<file path="src/rtl/fetch_pkg.sv">
// Shared types and constants for the instruction fetch stage.
// Optional misaligned-redirect trap: FETCH_ALIGN_CHK_EN.
package fetch_pkg;

  localparam logic [31:0] RESET_PC_DEFAULT = 32'h0000_0000;
  localparam logic [31:0] INSTR_NOP        = 32'h0000_0013;

  typedef struct packed {
    logic [31:0] pc;
    logic [31:0] instr;
  } fetch_entry_t;

  typedef enum logic {
    RUN  = 1'b0,
    HALT = 1'b1
  } state_e;

endpackage

</file>
<file path="src/rtl/instr_fetch_unit_if.sv">
// Fetch-stage bus: instruction memory port, redirect input and
// the valid/ready handshake toward decode.
interface instr_fetch_unit_if;

  logic [31:0] imem_addr;
  logic [31:0] imem_instr;
  logic        redirect_valid;
  logic [31:0] redirect_pc;
  logic        out_valid;
  logic        out_ready;
  logic [31:0] out_pc;
  logic [31:0] out_instr;

  modport master (
    output imem_addr,
    input  imem_instr,
    input  redirect_valid,
    input  redirect_pc,
    output out_valid,
    input  out_ready,
    output out_pc,
    output out_instr
  );

  modport slave (
    input  imem_addr,
    output imem_instr,
    output redirect_valid,
    output redirect_pc,
    input  out_valid,
    output out_ready,
    input  out_pc,
    input  out_instr
  );

endinterface

</file>
<file path="src/rtl/fetch_skid_buf.sv">
// Two-entry in-order buffer of fetched {pc, instr}; entry 0 is the head.
// Storage only: the caller decides when to push, pop or flush.
module fetch_skid_buf
  import fetch_pkg::*;
(
  input  logic         clk,
  input  logic         rst,
  input  logic         push,
  input  logic         pop,
  input  logic         flush,
  input  fetch_entry_t din,
  output logic [1:0]   count,
  output fetch_entry_t head
);

  fetch_entry_t e0, e1;

  assign head = e0;

  always_ff @(posedge clk or negedge rst) begin
    if (!rst) begin
      e0    <= '0;
      e1    <= '0;
      count <= 2'd0;
    end else if (flush) begin
      count <= 2'd0;
    end else begin
      unique case (1'b1)
        push && !pop: begin
          if (count == 2'd0) e0 <= din;
          else               e1 <= din;
          count <= count + 2'd1;
        end
        !push && pop: begin
          e0    <= e1;
          count <= count - 2'd1;
        end
        push && pop: begin
          if (count == 2'd1) begin
            e0 <= din;
          end else begin
            e0 <= e1;
            e1 <= din;
          end
        end
        default: ;
      endcase
    end
  end

  a_no_ovf: assert property (@(posedge clk) disable iff (!rst)
    !(push && !pop && !flush && count == 2'd2));

  a_no_udf: assert property (@(posedge clk) disable iff (!rst)
    !(pop && !flush && count == 2'd0));

endmodule

</file>
<file path="src/rtl/instr_fetch_unit.sv">
// IF stage: one outstanding imem read, 2-entry skid buffer, redirects.
// FETCH_ALIGN_CHK_EN adds fetch_misalign and the HALT state.
module instr_fetch_unit
  import fetch_pkg::*;
#(
  parameter logic [31:0] RESET_PC  = RESET_PC_DEFAULT,
  parameter int          BUF_DEPTH = 2
) (
  input  logic clk,
  input  logic rst,
  instr_fetch_unit_if.master bus
`ifdef FETCH_ALIGN_CHK_EN
  ,
  output logic fetch_misalign
`endif
);

  localparam logic [2:0] DEPTH = 3'(BUF_DEPTH);

  state_e       state_q, state_d;
  logic [31:0]  pc_q;
  logic [31:0]  infl_pc;
  logic         infl_v;
  logic [31:0]  fetch_pc;
  logic [2:0]   occ;
  logic [1:0]   count;
  fetch_entry_t head;
  fetch_entry_t din;
  logic         deq, bad_rd, halted;
  logic         issue, push, pop;

  assign deq    = bus.out_valid & bus.out_ready;
  assign halted = (state_q == HALT);

`ifdef FETCH_ALIGN_CHK_EN
  assign bad_rd = bus.redirect_valid
                & (bus.redirect_pc[1:0] != 2'b00);
  assign fetch_misalign = halted;
`else
  assign bad_rd = 1'b0;
`endif

  assign fetch_pc = bus.redirect_valid
                  ? (bus.redirect_pc & ~32'h3)
                  : pc_q;

  assign bus.imem_addr = fetch_pc >> 2;

  // Slots that will be taken after this edge if nothing new is issued.
  assign occ = {1'b0, count}
             + {2'b00, infl_v}
             - {2'b00, deq};

  always_ff @(posedge clk or negedge rst) begin
    if (!rst) state_q <= RUN;
    else      state_q <= state_d;
  end

  always_comb begin
    state_d = state_q;
    if (bus.redirect_valid)
      state_d = bad_rd ? HALT : RUN;
  end

  always_comb begin
    issue = 1'b0;
    push  = 1'b0;
    pop   = 1'b0;
    unique case (1'b1)
      bus.redirect_valid: begin
        issue = !bad_rd;
      end
      !bus.redirect_valid && halted: begin
        issue = 1'b0;
      end
      !bus.redirect_valid && !halted: begin
        issue = (occ < DEPTH);
        push  = infl_v;
        pop   = deq;
      end
      default: ;
    endcase
  end

  always_ff @(posedge clk or negedge rst) begin
    if (!rst) begin
      pc_q    <= RESET_PC;
      infl_v  <= 1'b0;
      infl_pc <= 32'h0;
    end else begin
      infl_v <= issue;
      if (issue) begin
        infl_pc <= fetch_pc;
        pc_q    <= fetch_pc + 32'd4;
      end
    end
  end

  assign din.pc    = infl_pc;
  assign din.instr = bus.imem_instr;

  fetch_skid_buf u_buf (
    .clk   (clk),
    .rst   (rst),
    .push  (push),
    .pop   (pop),
    .flush (bus.redirect_valid),
    .din   (din),
    .count (count),
    .head  (head)
  );

  assign bus.out_valid = (count != 2'd0);
  assign bus.out_pc    = head.pc;
  assign bus.out_instr = head.instr;

endmodule

</file>
<file path="src/flat_wrapper.sv">
// flat-port wrapper written by rule: the top's interface ports become plain ports
module instr_fetch_unit_flat import fetch_pkg::*;
#(
  parameter logic [31:0] RESET_PC  = RESET_PC_DEFAULT,
  parameter int          BUF_DEPTH = 2
)
  (clk, rst, bus_imem_addr, bus_imem_instr, bus_redirect_valid, bus_redirect_pc, bus_out_valid, bus_out_ready, bus_out_pc, bus_out_instr);
  instr_fetch_unit_if bus_i ();
  input  logic clk;
  input  logic rst;
  output wire logic [$bits(bus_i.imem_addr)-1:0] bus_imem_addr;
  input wire logic [$bits(bus_i.imem_instr)-1:0] bus_imem_instr;
  input wire logic [$bits(bus_i.redirect_valid)-1:0] bus_redirect_valid;
  input wire logic [$bits(bus_i.redirect_pc)-1:0] bus_redirect_pc;
  output wire logic [$bits(bus_i.out_valid)-1:0] bus_out_valid;
  input wire logic [$bits(bus_i.out_ready)-1:0] bus_out_ready;
  output wire logic [$bits(bus_i.out_pc)-1:0] bus_out_pc;
  output wire logic [$bits(bus_i.out_instr)-1:0] bus_out_instr;
  assign bus_imem_addr = bus_i.imem_addr;
  assign bus_i.imem_instr = bus_imem_instr;
  assign bus_i.redirect_valid = bus_redirect_valid;
  assign bus_i.redirect_pc = bus_redirect_pc;
  assign bus_out_valid = bus_i.out_valid;
  assign bus_i.out_ready = bus_out_ready;
  assign bus_out_pc = bus_i.out_pc;
  assign bus_out_instr = bus_i.out_instr;
  instr_fetch_unit #(.RESET_PC(RESET_PC), .BUF_DEPTH(BUF_DEPTH)) u_core (.clk(clk), .rst(rst), .bus(bus_i));
endmodule
</file>
<file path="config.mk">
export PLATFORM = sky130hd
export DESIGN_NAME = instr_fetch_unit_flat
export DESIGN_NICKNAME = d
export VERILOG_FILES = /design/src/rtl/fetch_pkg.sv /design/src/rtl/instr_fetch_unit_if.sv /design/src/rtl/fetch_skid_buf.sv /design/src/rtl/instr_fetch_unit.sv /design/src/flat_wrapper.sv
export SDC_FILE = /design/constraint.sdc
export NUM_CORES = 1
export LEC_CHECK = 0
export ABC_AREA = 1
export CORE_ASPECT_RATIO = 1.4
export CORE_MARGIN = 10
export CORE_UTILIZATION = 30
export DETAILED_ROUTE_END_ITERATION = 12
export PLACE_DENSITY_LB_ADDON = 0.1
export SYNTH_ARGS = -nofsm -noshare
export SYNTH_HDL_FRONTEND = slang
export SYNTH_SLANG_ARGS = --single-unit
</file>
<file path="constraint.sdc">
create_clock -name clk -period 5.5 [get_ports clk]
set_input_delay 1.1 -clock clk [delete_from_list [all_inputs] [get_ports clk]]
set_output_delay 1.1 -clock clk [all_outputs]
set_load 0.02 [all_outputs]
</file>
# After elaboration in Yosys (flattened, before gate mapping)
# Cells that the tools add are included.
[op_classes] order_cmp=1 reduce_logical=13 bitwise=2 addsub=5 n_mux=12 n_eq_ne=4
[op_table] op="$mux W64" n=4
[op_table] op="$pmux W64 S3" n=1
[op_table] op="$pmux W64 S2" n=1
[op_table] op="$add A32 B3 Y32 const B" n=1
[op_table] op="$mux W32" n=1
[op_table] op="$reduce_bool A3 Y1" n=2
[op_table] op="$ne A2 B2 Y1 const B" n=2
[op_table] op="$pmux W2 S2" n=1
[op_table] op="$reduce_and A4 Y1" n=1
[op_table] op="$reduce_bool A2 Y1" n=2
[op_table] op="$add A2 B1 Y3" n=1
[op_table] op="$logic_and A1 B1 Y1" n=3
[op_table] op="$logic_not A1 Y1" n=3
[op_table] op="$lt A3 B2 Y1 const B" n=1
[op_table] op="$reduce_and A3 Y1" n=1
[op_table] op="$sub A3 B1 Y3" n=1
[op_table] op="$add A2 B1 Y2 const B" n=1
[op_table] op="$eq A2 B1 Y1 const B" n=1
[op_table] op="$logic_not A2 Y1" n=1
[op_table] op="$mux W1" n=2
[op_table] op="$mux W2" n=1
[op_table] op="$ne A2 B1 Y1 const B" n=1
[op_table] op="$pmux W1 S2" n=1
[op_table] op="$sub A2 B1 Y2 const B" n=1
[op_table] op="other kinds (2)" n=2
[totals] in_bits=68 output_inout_bits=97 register_bits=195 word_cells=45

# Logic depth before layout (Yosys ltp)
# Gate-level depths: netlist of the first run.
[logic_depth] word_depth=7 mapped_depth=18 ltp_nobuf=17

# Hierarchy
# A second synthesis of the first run with hierarchy kept.
[hier_totals] hier_cells=1394 area_unflattened_um2=10256.1
[by_module_without_submodules] module="fetch_skid_buf" cells_per_inst=869 area_each_um2=6593.8 n_inst=1
[by_module_without_submodules] module="instr_fetch_unit" cells_per_inst=525 area_each_um2=3662.3 n_inst=1

# Worst setup path before layout of the first run
# No wires, ideal clock.
[synth_timing] path_kind="input -> register" startpoint="input bus_out_ready" endpoint="register u_core.pc_q[28]" slack_ns=2.593 path_buffers=2 stages=14 arrival_time_ns=2.783 cell_sequence="nand2_1 -> inv_1 -> nor2_1 -> nor2_1 -> nor2_1 -> fa_1 -> nor2_1 -> nand2_1 -> nand2_2 -> inv_2 -> buf_2 -> buf_2 -> nand2_1 -> nand3_1"
[synth_between] elab_chain_cells=4
[synth_lines] element="start: declaration" line_no="flat_wrapper.sv:16" rtl="input wire logic [$bits(bus_i.out_ready)-1:0] bus_out_ready;"
[synth_lines] element="$and A1 B1 Y1" line_no="instr_fetch_unit.sv:32" rtl="assign deq = bus.out_valid & bus.out_ready;"
[synth_lines] element="$sub A3 B1 Y3" line_no="instr_fetch_unit.sv:52" rtl="- {2'b00, deq};"
[synth_lines] element="$lt A3 B2 Y1" line_no="instr_fetch_unit.sv:77" rtl="issue = (occ < DEPTH);"
[synth_lines] element="$pmux W1 S2" line_no="instr_fetch_unit.sv:69" rtl="unique case (1'b1)"
[synth_lines] element="end signal: assignment" line_no="instr_fetch_unit.sv:94" rtl="pc_q <= fetch_pc + 32'd4;"
[synth_lines] element="end: declaration" line_no="instr_fetch_unit.sv:21" rtl="logic [31:0] pc_q;"
# No other way between the ends.
# A chain may end at the register's enable or synchronous reset.

# Worst setup path after layout of the first run
[layout_timing] startpoint="input bus_redirect_valid" endpoint="output bus_imem_addr[4]"
[layout_between] elab_chain_cells=1
[layout_lines] element="start: declaration" line_no="flat_wrapper.sv:13" rtl="input wire logic [$bits(bus_i.redirect_valid)-1:0] bus_redirect_valid;"
[layout_lines] element="$mux W32" line_no="instr_fetch_unit.sv:44" rtl="? (bus.redirect_pc & ~32'h3)"
[layout_lines] element="end: declaration" line_no="flat_wrapper.sv:11" rtl="output wire logic [$bits(bus_i.imem_addr)-1:0] bus_imem_addr;"
# No other way between the ends.

==> reports/results.ini, run 1 <==
[outcome]
outcome=complete, no violations

[layout]
final_cell_mix=239 x nand2_1, 187 x dfrtp_1, 157 x clkdlybuf4s50_1
multiInputGateArea_um2=3485
instances_no_fill=1609
num-fill-cells=3109
drive_above_1_share_pct=9.314
diodes=0
synthToLayoutAreaGrowth_pct=27.73
final-seq-area_um2=4679
fin_nets=1283
final_common_cell=nand2_1

[cts]
cts_resized=0
cts_buffer_depth=2
cts_sinks=187
clk_latency_ns=0.45
cts_setup_buffers=0
cts.root.buffer_cell=clkbuf_16
cts_buffers=17
hold_buffers=0
cts_max_level=4
cts_tree=yes
clkSlewWorstSetupHoldPaths_ns=0.06

[synth]
synth_top_area_cell=dfrtp_1
synthArstFlopShare_pct=100.0
synth_area_per_cell_um2=8.359
synth_top_area_share_pct=51.64
yosysSeqAreaShare_pct=51.64
synth.distinct_cells=35
synth_ff_type=dfrtp_1
ys_warn_count=0
syn_inst=1084
synth_edf_count=0
syn_area_um2=9061
yosys-top-cells-area=dfrtp_1 52%, nand2_1 9.9%, inv_1 6.3%
ys_seq_elements=187

[sta]
setup_viol_count_final=0
fin_worst_skew_ns=0.01288
slew_violations=0
rsz0062_at_grt=no
fin_crit_sh_pct=77.77
worst_pin_slew_ns=0.9836
final_hold_viol_count=0
slew_headroom_pct=34.43
max_freq_mhz=233.8
min_period_ns=4.277
tns_ns=0

[routing]
wl_um=24850
firstDrtPassIters=6
routed_via_density=4.538
vias=7302
first_iter_violations=476
wire_per_inst_um=15.44
postRouteAntennaNets=0
drc=0

[job]
max_cap_violations=0

[critical_path]
crit_arrival_ns=3.18
cp-start-kind=input pin
crit_required_ns=4.40
worstPathMaxFanout=34
critPathCaptureType=output pin
critical_path_class=in2out

[power]
ir_drop_mv=0.3207
p_per_area_nw_per_um2=585.0
power.leakage_uw=0.005335

[die]
die_area_um2=37650
fp.coreArea_um2=29940
io_pins=165
die-width_um=166.9
start_util_pct=30.27
rows=75
die_height_um=225.6

[global_routing]
grt.overflow.total=0
grt_antenna_before_repair=0
grt_max_degree=125
gr-usage-all-layers_pct=13.56
grt_pass1_wl_um=41260
grt_pass1_vias=7370

[worst_hold_path]
hp-class=reg2reg

[placed_design]
dp_cells=1577
place_congestion=0.8595
port_buffers=158
dp_hpwl_um=16870

-- routing by layer --
| metal | vias to the layer above | track usage (%) | share of wire [%] |
|---|---|---|---|
| met5 | - | 0 | 0 |
| met3 | 17 | 3.653 | 5.5 |
| met2 | 165 | 22.14 | 47 |
| met4 | 0 | 4.712 | 1.6 |
| met1 | 3384 | 16.90 | 45 |
| li1 | 3736 | - | - |
-- area by class of cell --
class | count | area share (%)
well taps | 385 | 4.162
flip-flops and latches | 187 | 40.43
multi-input cells | 681 | 30.11
inverters | 157 | 5.157
clock inverters | 13 | 1.622
clock buffers | 19 | 3.914
repair buffers | 167 | 14.61
-- state kept, by name, summed over array words and instances, names as in the netlist --
| signal | count |
|---|---|
| u_core.u_buf.e1 | 62 |
| u_core.u_buf.head | 62 |
| u_core.infl_pc | 30 |
| u_core.pc_q | 30 |
| u_core.u_buf.count | 2 |
| u_core.infl_v | 1 |
-- logic make-up after synthesis --
family | synth area share [%]
AND/OR/NAND/NOR | 22.91
flip-flops | 51.64
XOR/XNOR | 0.09668
AO/OA/AOI/OAI | 14.33
other | 0.04139
adder cells (fa/ha/maj) | 0.6352
buffers and inverters | 10.34
-- metrics by stage --
step / hold slack (ns) / instance area, um^2 / worst slack [ns] / utilization (%) / power [uW]
floorplan: 0.4492 / 9072 / 2.593 / - / 4334
global placement: 0.4652 / 10930 / 1.205 / 36.52 / 5465
detailed placement: 0.4678 / 10930 / 1.180 / 36.52 / 5514
CTS: 0.4844 / 11570 / 1.165 / 38.66 / 6915
global route: 0.5117 / 11570 / 1.102 / 38.66 / 7394
finish: 0.4859 / 11570 / 1.223 / 38.66 / 6770
-- where the power goes --
part / total [uW] / internal (uW) / switching (uW) / leakage (uW)
combinational: 3080 / 1180 / 1910 / 0.00277
clock: 1360 / 788 / 567 / 0.000306
sequential: 2330 / 2040 / 291 / 0.00226
-- worst max-delay path, stage by stage --
cell and delay, ns:
clkdlybuf4s50_1 0.74, inv_8 0.40, nand2_1 0.09, nand2_1 0.17
clkdlybuf4s50_1 0.66
-- worst paths after layout --
check | startpoint | to | slack [ns] | cells past startpoint
min in group asynchronous | rst | u_core.pc_q[2] | 0.77 | 1
setup reg to reg | u_core.u_buf.count[1] | u_core.pc_q[16] | 2.18 | 15
setup / recovery | bus_redirect_valid | bus_imem_addr[4] | 1.22 | 5
hold reg to reg | u_core.u_buf.e1[44] | u_core.u_buf.e1[44] | 0.49 | 2
max in group asynchronous | rst | u_core.u_buf.e1[29] | 3.72 | 2
hold / removal | u_core.u_buf.e1[44] | u_core.u_buf.e1[44] | 0.49 | 2
-- cell usage after synthesis, types with 2 or more instances --
cell type and instances:
a21oi_1 39, a22oi_1 2, buf_2 31, buf_4 6, buf_6 4, clkbuf_1 19
dfrtp_1 187, ha_1 3, inv_1 153, inv_2 3, nand2_1 239, nand2_2 34
nand2_4 8, nand3_1 63, nand4_1 4, nor2_1 89, nor2_2 12, nor2_4 8
nor3_1 2, o211ai_1 39, o21a_1 2, o21ai_0 89, o21ai_2 3, o21bai_1 3
o221ai_1 32
(Power assumes the default switching activity.)
==> inputs of run 2 (changes only) <==
==> constraint.sdc (replaced) <==
create_clock -name clk -period 3.6 [get_ports clk]
set_input_delay 0.72 -clock clk [delete_from_list [all_inputs] [get_ports clk]]
set_output_delay 0.72 -clock clk [all_outputs]
set_load 0.02 [all_outputs]
==> run 2 against run 1 <==
Compared with the run above:
- wire length increased by 1.0%
- sequential share of layout area decreased by 0.53 points
- combinational power increased by 60%
- register-to-register slack got worse by 1.7 ns
- utilization increased by 0.52 points
- critical path depth increased by 1
- count of clock-buffer cells in the layout increased by 4
- non-clock buffer count increased by 14
- final area increased by 1.3%
==> reports/results.ini, run 2 (synthesis results as in run 1) <==
[critical_path]
cpMostUsedCell=clkdlybuf4s50_1
crit_arrival_ns=2.52
crit_required_ns=2.88
critical_path_class=in2out
critPathCaptureType=output pin
timing.rr.end=u_core.pc_q[17]
startpoint=bus_redirect_valid
r2r_start=u_core.u_buf.count[1]
cp-endpoint=bus_imem_addr[13]
cp-start-kind=input pin
crit_chain=clkdlybuf4s50_1 > buf_12 > inv_8 > nand2_1 > nand2_2 > clkdlybuf4s50_1
slowest_stage=clkdlybuf4s50_1
r2r_cells=17
worst_path_largest_cell_delay_ns=0.64
worstPathMaxFanout=34
rrSetupSlack_ns=0.50

[placed_design]
dp_hpwl_um=18010
port_buffers=158
place_congestion=0.8795

[layout]
synthToLayoutAreaGrowth_pct=29.44
final_common_cell=nand2_1
final_cell_mix=239 x nand2_1, 187 x dfrtp_1, 157 x clkdlybuf4s50_1
final-seq-area_um2=4679
fin_nets=1297
num-fill-cells=3125
diodes=0
multiInputGateArea_um2=3485
drive_above_1_share_pct=10.10

[routing]
wl_met1_um=11500
postRouteAntennaNets=0
top_layer_used=met4
wire_per_inst_um=15.47
drc=0
wl_met3_um=1083
firstDrtPassIters=5
vias=7372
wl_um=25100
route.met2.wl_um=12200
first_iter_violations=430
routed_via_density=4.542

[cts]
cts_buffers=17
clk_latency_ns=0.43
cts_resized=0
cts_tree=yes
cts_max_level=4
cts_buffer_depth=2
cts_sinks=187
cts.root.buffer_cell=clkbuf_16
cts_setup_buffers=0
hold_buffers=0
clkSlewWorstSetupHoldPaths_ns=0.07

[die]
fp.coreArea_um2=29940
rows=75
die-width_um=166.9
die_area_um2=37650
io_pins=165
die_height_um=225.6
start_util_pct=30.27

[global_routing]
grt_max_degree=75
grt_pass1_wl_um=41340
grt.overflow.total=0
grt_antenna_before_repair=0
gr-usage-all-layers_pct=13.56
grt_pass1_vias=7507

[power]
ir_drop_mv=0.4212
power.leakage_uw=0.005410
p_per_area_nw_per_um2=888.4

[sta]
slew_violations=0
hold_slack_ns=0.3263
max_freq_mhz=308.6
min_period_ns=3.240
setup_viol_count_final=0
worst_pin_slew_ns=0.9516
fin_worst_skew_ns=0.006606
tns_ns=0
slew_headroom_pct=36.32
final_hold_viol_count=0
rsz0062_at_grt=no
fin_crit_sh_pct=90.01

[job]
max_cap_violations=0

[outcome]
outcome=complete, no violations

[worst_hold_path]
hp-class=in2async

-- run 2: area by class of cell --
cell class	instances	area share (%)
clock inverters	9	0.9601
clock buffers	23	4.075
inverters	157	5.089
multi-input cells	681	29.71
flip-flops and latches	187	39.90
well taps	385	4.107
repair buffers	181	16.16
-- run 2: power breakdown --
| part | internal (uW) | switching (uW) |
|---|---|---|
| clock | 1080 | 828 |
| sequential | 3120 | 449 |
| combinational | 1980 | 2960 |
-- run 2: worst min path at each step --
stage	start	endpoint	cells past startpoint
after detailed placement	u_core.pc_q[19]	u_core.pc_q[19]	2
after global routing	rst	u_core.pc_q[3]	1
after global placement	u_core.pc_q[19]	u_core.pc_q[19]	2
after floorplan	rst	u_core.infl_pc[10]	0
after CTS	rst	u_core.pc_q[3]	1
final	rst	u_core.pc_q[3]	1
-- run 2: layer usage --
metal	up-vias	track usage (%)
met3	14	3.479
met5	-	0
met2	155	22.46
met4	0	4.258
met1	3431	16.91
li1	3772	-
-- run 2: metrics by stage --
step           instance area [um^2]  power (uW)  cells  setup WS [ns]  utilization, %
4_1_cts                       11730       10640   1623         0.3133           39.18
5_1_grt                       11730       11360   1623         0.1424           39.18
6_report                      11730       10420   1623         0.3598           39.18
3_5_place_dp                  11140        8646   1591         0.2445           37.21
2_1_floorplan                  9072        6621   1087         0.9692               -
3_3_place_gp                  11140        8573   1591         0.2583           37.21
-- run 2: worst max-delay path, delay by kind of cell --
| kind | cells | cell delay, ns |
|---|---|---|
| simple gates | 2 | 0.27 |
| buf+inv | 4 | 1.50 |
==> inputs of run 3 (changes only) <==
--- a/config.mk
+++ b/config.mk
@@ -10,7 +10,9 @@
 export CORE_MARGIN = 10
 export CORE_UTILIZATION = 30
 export DETAILED_ROUTE_END_ITERATION = 12
+export GPL_TIMING_DRIVEN = 0
 export PLACE_DENSITY_LB_ADDON = 0.1
+export SETUP_SLACK_MARGIN = 0.3
 export SYNTH_ARGS = -nofsm -noshare
 export SYNTH_HDL_FRONTEND = slang
 export SYNTH_SLANG_ARGS = --single-unit
==> run 3 against run 2 <==
Compared with the run above:
- hold slack worse by 0.029 ns
- count of clock-buffer cells in the layout is 1 lower
- sequential share of layout area is 0.30 points lower
- register-to-register slack better by 0.08 ns
- via count is 2.8% higher
- global-route usage is 1.9 points higher
==> reports/results.ini, run 3 (synthesis results as in run 1) <==
[outcome]
outcome=complete, no violations

[cts]
cts_sinks=187
cts_max_level=4
cts_buffer_depth=2
cts.root.buffer_cell=clkbuf_16
cts_buffers=17
clk_latency_ns=0.45
clkSlewWorstSetupHoldPaths_ns=0.07
cts_tree=yes

[layout]
final_common_cell=nand2_1
final_cell_mix=238 x nand2_1, 187 x dfrtp_1, 156 x clkdlybuf4s50_1
synthToLayoutAreaGrowth_pct=30.42
final-seq-area_um2=4679
finalCoreUtilization_pct=39.48
drive_above_1_share_pct=11.68
design_area_um2=11820
fin_nets=1336
multiInputGateArea_um2=3458
instances_no_fill=1661
num-fill-cells=3131
diodes=0

[power]
power.leakage_uw=0.005498
seqPwrFrac_pct=33.1
p_sw_share_pct=41.77
ir_drop_mv=0.4368
internal_power_uw=6261
power_frac_clock_pct=19.5
power_switching_uw=4492
combPwrFrac_pct=47.4
p_per_area_nw_per_um2=909.9

[die]
start_util_pct=30.27
rows=75
die_area_um2=37650
fp.coreArea_um2=29940
die-width_um=166.9
die_height_um=225.6
io_pins=165

[sta]
final_hold_viol_count=0
max_freq_mhz=330.7
hold_slack_ns=0.2972
slew_violations=0
fin_worst_skew_ns=0.008652
setup_viol_count_final=0
slew_headroom_pct=44.13
worst_pin_slew_ns=0.8380
rsz0062_at_grt=no
tns_ns=0
fin_crit_sh_pct=83.99
min_period_ns=3.024

[worst_hold_path]
hp-class=in2async

[global_routing]
grt_pass1_vias=7800
grt_pass1_wl_um=45540
gr-usage-all-layers_pct=15.42
grt_antenna_before_repair=0
grt.overflow.total=0
grt_max_degree=104

[placed_design]
dp_hpwl_um=21620
place_congestion=0.8903
dp_cells=1630
port_buffers=157
dpl-instance-area_um2=11160

[routing]
first_iter_violations=472
firstDrtPassIters=6
postRouteAntennaNets=0
wl_um=28640
routed_via_density=4.564
drc=0
wire_per_inst_um=17.24
vias=7581

[critical_path]
critPathCaptureType=register
rrSetupSlack_ns=0.58
worst_path_largest_cell_delay_ns=0.44
slowest_stage=fa_1
crit_chain=inv_1 > ha_1 > inv_1 > nand2_2 > inv_1 > nor2_1 > nor2_1 > nor2_1 > fa_1 > nor2_1 > nand2_1 > nand2_2 > inv_2 > buf_2 > clkbuf_4 > nand2_1 > nand3_1
crit_required_ns=3.93
crit_arrival_ns=3.35
worstPathMaxFanout=10
cpMostUsedCell=nor2_1
critical_path_class=reg2reg
cp-start-kind=register

[job]
max_cap_violations=0

run 3: cell count changes in the layout (fill, tap and decap cells not counted), moves of 2 or more:
| cell | previous run | this run |
|---|---|---|
| buf_2 | 0 | 30 |
| buf_12 | 11 | 1 |
| clkbuf_2 | 0 | 2 |
| clkinvlp_4 | 4 | 2 |
| buf_6 | 0 | 4 |
| clkbuf_1 | 3 | 18 |
| bufinv_16 | 2 | 4 |
| buf_4 | 12 | 6 |
run 3: layout make-up:
cell class | count | share of cell area, %
clock buffers | 22 | 4.182
repair buffers | 158 | 13.57
multi-input cells | 681 | 29.26
plain buffers | 62 | 2.922
clock inverters | 9 | 1.334
well taps | 385 | 4.076
flip-flops and latches | 187 | 39.60
inverters | 157 | 5.050
run 3: through the flow:
step | power [uW] | setup slack [ns]
3_3_place_gp | 8718 | -6.655
2_1_floorplan | 6621 | 0.9692
5_1_grt | 11680 | 0.3097
3_5_place_dp | 8787 | 0.1628
6_report | 10750 | 0.5765
4_1_cts | 10950 | 0.4256
run 3: layer usage:
metal | global-route usage, % | vias up | share of wire [%]
met4 | 6.358 | 0 | 2.7
met1 | 18.35 | 3545 | 43
met5 | 0 | - | 0
met2 | 26.26 | 168 | 51
met3 | 3.479 | 37 | 4.0
li1 | - | 3831 | -
run 3: power by group through the flow:
| stage | Clock, uW | Sequential (uW) | Combinational (uW) |
|---|---|---|---|
| after floorplan | 0 | 3930 | 2690 |
| after global placement | 0 | 3600 | 5120 |
| after detailed placement | 0 | 3620 | 5170 |
| after CTS | 2170 | 3580 | 5200 |
| after global routing | 2250 | 3690 | 5740 |
| final | 2100 | 3560 | 5090 |
run 3: worst max-delay path, delay by kind of cell, from the launching register on:
kind | cells | cell delay [ns]
and+or+nand+nor | 9 | 1.03
buffers and inverters | 6 | 0.85
adders and majority gates | 2 | 0.63
DFF | 1 | 0.41
run 3: repair_timing:
| item | in CTS | in global routing |
|---|---|---|
| buffers inserted | 0 | 0 |
| hold buffers | 0 | 0 |
| setup endpoints to repair | 0 | 33 |
| resized for setup | 0 | 5 |
| hold endpoints to repair | 0 | 0 |
run 3: path summary, 6_finish.rpt:
| kind | depth (start not counted) | from | end |
|---|---|---|---|
| min reg2reg | 2 | u_core.u_buf.e1[38] | u_core.u_buf.e1[38] |
| min | 1 | rst | u_core.pc_q[3] |
| max in group asynchronous | 2 | rst | u_core.u_buf.e1[36] |
| min in group clk | 2 | u_core.u_buf.e1[38] | u_core.u_buf.e1[38] |
| max reg2reg | 17 | u_core.u_buf.count[1] | u_core.pc_q[28] |
| max | 17 | u_core.u_buf.count[1] | u_core.pc_q[28] |
